### config.mk
export PLATFORM = sky130hd
export DESIGN_NAME = t03_clock_divider_multi
export DESIGN_NICKNAME = d
export VERILOG_FILES = /design/src/rtl/t03_clock_divider_multi.sv
export SDC_FILE = /design/constraint.sdc
export NUM_CORES = 1
export LEC_CHECK = 0
export ABC_CLOCK_PERIOD_IN_PS = 23400
export BUFFER_PORTS_ARGS = -buffer_cell sky130_fd_sc_hd__buf_2
export CAP_MARGIN = 20
export CORE_AREA = 2 2 138 194
export DETAILED_ROUTE_END_ITERATION = 10
export DIE_AREA = 0 0 140 196
export GPL_ROUTABILITY_DRIVEN = 0
export MAX_ROUTING_LAYER = met4
export PLACE_DENSITY = 0.85
export SLEW_MARGIN = 20
export SYNTH_ARGS = -nofsm -noshare
export SYNTH_HDL_FRONTEND = slang
export SYNTH_SLANG_ARGS = --single-unit
### constraint.sdc
create_clock -name hwclk -period 23.4 [get_ports hwclk]
set_clock_uncertainty 0.15 [all_clocks]
set_input_delay 5.85 -clock hwclk [delete_from_list [all_inputs] [get_ports hwclk]]
set_output_delay 5.85 -clock hwclk [all_outputs]
set_load 0.02 [all_outputs]
### src/rtl/t03_clock_divider_multi.sv
// Multi-channel programmable tick/clock divider on hwclk.
// Each channel divides by div_act+1 and double-buffers divisor writes until a period boundary.
module t03_clock_divider_multi #(
    parameter int NUM_CH      = 4,
    parameter int CTR_W       = 23,
    parameter int DEFAULT_DIV = 5000000,
    parameter int SEL_W       = (NUM_CH > 1) ? $clog2(NUM_CH) : 1
) (
    input  logic              hwclk,
    input  logic              rst,
    input  logic [NUM_CH-1:0] en,
    input  logic [NUM_CH-1:0] mode,
    input  logic              sync_clr,
    input  logic              div_wr,
    input  logic [SEL_W-1:0]  div_sel,
    input  logic [CTR_W-1:0]  div_data,
    output logic [NUM_CH-1:0] tick,
    output logic [NUM_CH-1:0] clkout,
    output logic [NUM_CH-1:0] pend
);

    localparam logic [CTR_W-1:0] DEF_DIV = DEFAULT_DIV[CTR_W-1:0];
    localparam logic [CTR_W-1:0] ONE     = {{(CTR_W-1){1'b0}}, 1'b1};

    for (genvar i = 0; i < NUM_CH; i++) begin : g_ch
        logic [CTR_W-1:0] ctr;
        logic [CTR_W-1:0] div_act;
        logic [CTR_W-1:0] div_shd;
        logic             pend_r;
        logic             tick_r;
        logic             clk_r;
        logic             tc;
        logic             wr_hit;
        logic             apply;

        assign tc     = en[i] && (ctr == div_act);
        // Out-of-range div_sel never matches any channel index.
        assign wr_hit = div_wr && (32'(div_sel) == i);
        // Any point where no period is in progress may take the shadow divisor.
        assign apply  = sync_clr || !en[i] || tc;

        always_ff @(posedge hwclk or posedge rst) begin
            if (rst) begin
                ctr     <= '0;
                div_act <= DEF_DIV;
                div_shd <= DEF_DIV;
                pend_r  <= 1'b0;
                tick_r  <= 1'b0;
                clk_r   <= 1'b0;
            end else begin
                if (pend_r && apply) begin
                    div_act <= div_shd;
                end

                // A write in an apply cycle re-arms pend for the following boundary.
                if (wr_hit) begin
                    div_shd <= div_data;
                    pend_r  <= 1'b1;
                end else if (apply) begin
                    pend_r  <= 1'b0;
                end

                if (sync_clr || !en[i]) begin
                    ctr    <= '0;
                    tick_r <= 1'b0;
                    clk_r  <= 1'b0;
                end else if (tc) begin
                    ctr    <= '0;
                    tick_r <= 1'b1;
                    clk_r  <= mode[i] ? ~clk_r : 1'b1;
                end else begin
                    ctr    <= ctr + ONE;
                    tick_r <= 1'b0;
                    clk_r  <= mode[i] ? clk_r : 1'b0;
                end
            end
        end

        assign tick[i]   = tick_r;
        assign clkout[i] = clk_r;
        assign pend[i]   = pend_r;
    end

endmodule

==> flow_summary.json <==
{
  "viasPerCell": 6.37,
  "yosysTopAreaCell": "dfrtp_1",
  "final.fill_count": 1895,
  "timing.hold.worst.start": "g_ch[2].div_shd[16]",
  "worst_slew_pin_slew_ns": 1.06,
  "syn-cell-area_sq_um": 15300,
  "ys_dominant_reg_cell": "dfrtp_1",
  "hold_path_depth": 1,
  "worst_ir_drop_on_vdd_v": 0.0000464,
  "postCtsSetupBuffers": 0,
  "failed_checks": "DRC",
  "grt.total_usage": 0.274,
  "cts_root_buf": "clkbuf_16",
  "pin_count": 49,
  "clock_transition_at_the_registers_of_the_reported_paths_ns": 0.07,
  "finalWorstPathRequiredPeriod_ns": 8.00,
  "power_leakage_nw": 6.62,
  "synth.top_cells.by_area": "dfrtp_1 37%, dfstp_2 11%, mux2_2 6.8%",
  "die_area_sq_um": 27400,
  "worst-setup-path-type": "input port to async pin",
  "insertion_delay_ns": 0.54,
  "port_buffers": 48,
  "status": "finished with violations",
  "syn_area_per_cell_sq_um": 10.1,
  "crit-reg2reg-capture": "g_ch[0].div_act[13]",
  "syn_nets": 1548,
  "hp-class": "flop to flop",
  "ys_async_sr_fraction": 1.00,
  "rrSetupSlack_ns": 20.41,
  "ctsLongestPathBuffers": 3,
  "die_y_um": 196,
  "wl_um": 36100,
  "finish.utilization": 0.636,
  "antenna_violations_before_repair": 0,
  "synth_seq_area_share": 0.478,
  "count_of_endpoints_failing_hold_in_the_final_timing_report": 0,
  "area_share_of_the_largest_cell_type_after_synthesis": 0.367,
  "cts_hold_buf": 0,
  "chipWidth_um": 140,
  "numPlacedInstances": 1779,
  "power.total_mw": 1.37,
  "dr_total_vias": 11700,
  "number_of_global_route_vias_before_repair": 11700,
  "multi_input_comb_area_sq_um": 7020,
  "tritoncts.num_buffers": 27,
  "critical_path.n_buffers_inverters": 4,
  "final-seq-area_sq_um": 7290,
  "crit_path_max_fanout": 138,
  "max_slew_margin": 0.295,
  "final-max-slew-violation-count": 0,
  "hold_path_end": "g_ch[2].div_shd[16]",
  "rsz0062_at_grt": "false",
  "insertedDiodeCount": 0,
  "whs_ns": 0.359,
  "ys_warn_count": 0,
  "worst_ep_required_time_ns": 23.79,
  "cts_htree_levels": 1,
  "cpLargestDelayFamily": "buffers and inverters",
  "timing.rr.start": "g_ch[0].ctr[5]",
  "finalNetCount": 1527,
  "cpMostUsedCell": "buf_4",
  "core_sq_um": 25800,
  "timing.reg2reg.worst_path_depth": 7,
  "timing.final.crit_share": 0.342,
  "first_pass_iters": 9,
  "grt_first_pass_wirelength_um": 60000,
  "final.setup.tns_ns": 0,
  "detail_route.iter0.violations": 1469,
  "setup_viol_count_final": 0,
  "cts.repair.resized": 0,
  "fraction_of_final_layout_cells_sized_beyond_drive_strength_1": 0.213,
  "maxClockFrequency_mhz": 125,
  "maximum_number_of_pins_on_one_net_before_global_route_repair": 139,
  "rows": 70,
  "areaGrowthSynthToFinish_pct": 7.70,
  "post_drt_wl_per_cell_um": 19.7,
  "critPathArrivalTime_ns": 8.39,
  "crit_slowest_cell": "buf_4",
  "critical_path.max_stage_delay_ns": 0.86,
  "grt_remaining_overflow": 0,
  "power_density_nw_per_um2": 83.3,
  "initial_core_util": 0.590,
  "dpl.hpwl_um": 23000,
  "synth_enable_flop_cells": 0,
  "ys_ff_latch": 288,
  "synthDistinctLibCells": 48,
  "maxCapViolations": 0,
  "tritoncts": "done",
  "cell_count_after_synthesis": 1507,
  "drcViolationCount": 2,
  "cts_sinks": 288,
  "final_antenna_net_count": 0,
  "critical_path.endpoint_type": "async pin",
  "finalNonFillerCells": 1830,
  "crit_chain": "buf_2 > inv_8 > buf_4 > buf_4",
  "startpoint_type": "input port"
}
==> cell usage after synthesis, types with 2 or more instances <==
master and number:
nor3_2 21, dfrtp_1 224, nand2b_1 4, or2_2 2, ha_1 4, and3_1 14, buf_2 16, a31oi_1 54
mux2i_1 3, xor2_1 60, xnor2_1 113, nand3_1 77, xor2_2 2, and2_1 4, nor3_1 88, o21ai_0 41
mux2_2 92, inv_1 105, buf_6 6, nand3b_1 2, a21oi_1 2, nand4_1 40, clkbuf_1 78, o31ai_4 6
nor4_1 8, nor3b_1 2, buf_4 16, nor4_2 2, buf_1 5, or3_1 3, o22ai_1 54, a31o_2 2
nor2_1 64, nor4_4 2, and4_1 7, nor2b_1 4, dfstp_2 64, nand2_1 84, o31ai_1 86, a41oi_1 38
==> per-layer routing <==
metal	vias up	part of all wire	GRT usage
li1	5333	-	-
met1	5749	0.39	0.338
met2	438	0.49	0.441
met3	130	0.052	0.0322
met4	0	0.064	0.156
met5	-	0	-
==> report_power, final <==
group          internal (mW)  leakage (nW)  switching, mW
registers              0.594          3.50         0.0608
clock network          0.251         0.440          0.195
logic                  0.120          2.69          0.149
==> flip-flops by register name (all words and copies together) (netlist names) <==
register,flops
g_ch.tick_r,4
g_ch.div_act,92
g_ch.pend_r,4
g_ch.div_shd,92
g_ch.ctr,92
g_ch.clk_r,4
==> worst max path at each step <==
stage / from / endpoint / cells past startpoint
global route: rst / g_ch[1].ctr[11] / 4
detailed placement: rst / g_ch[1].ctr[0] / 4
finish: rst / g_ch[1].ctr[0] / 4
CTS: rst / g_ch[1].ctr[1] / 4
global placement: rst / g_ch[1].ctr[0] / 4
floorplan: rst / g_ch[0].clk_r / 1
==> layout make-up <==
class | count | area share
repair buffers | 73 | 0.0265
inverters | 105 | 0.0244
flip-flops and latches | 288 | 0.444
clock buffers | 37 | 0.0465
well taps | 324 | 0.0247
clock inverters | 12 | 0.00723
multi-input cells | 991 | 0.427
==> through the flow <==
stage | cell area [sq um] | worst slack, ns
floorplan | 15300 | 9.56
global placement | 15500 | 14.70
detailed placement | 15500 | 14.67
CTS | 16400 | 15.25
global route | 16400 | 14.90
finish | 16400 | 15.40
==> layout by cell type (no fill, tap or decap), types with 3 or more instances in the layout <==
master,count
nor2_1,64
nand4_1,40
nor4_4,4
buf_4,23
nand3_1,76
mux2i_1,3
clkbuf_1,5
clkbuf_16,27
buf_2,48
ha_1,4
o21ai_0,41
mux2_2,92
and4_1,7
clkinv_2,8
o22ai_1,54
o31ai_4,6
o31ai_1,86
dfrtp_1,223
nor3_2,23
clkbuf_8,5
a31oi_1,54
a41oi_1,38
and3_1,14
and2_1,4
xor2_1,60
nor4_1,8
inv_1,104
nor2b_1,4
nor3_1,86
or3_1,3
dfstp_2,64
nand2_1,84
xnor2_1,113
==> cells by family after synthesis <==
logic type | synth area share
DFF | 0.478
AOI/OAI and AO/OA | 0.133
and+or+nand+nor | 0.149
buffers and inverters | 0.0651
xor gates and xnor gates | 0.101
muxes | 0.0699
adders and majority gates | 0.00328
Note: power is estimated with default switching activity, not from simulation.
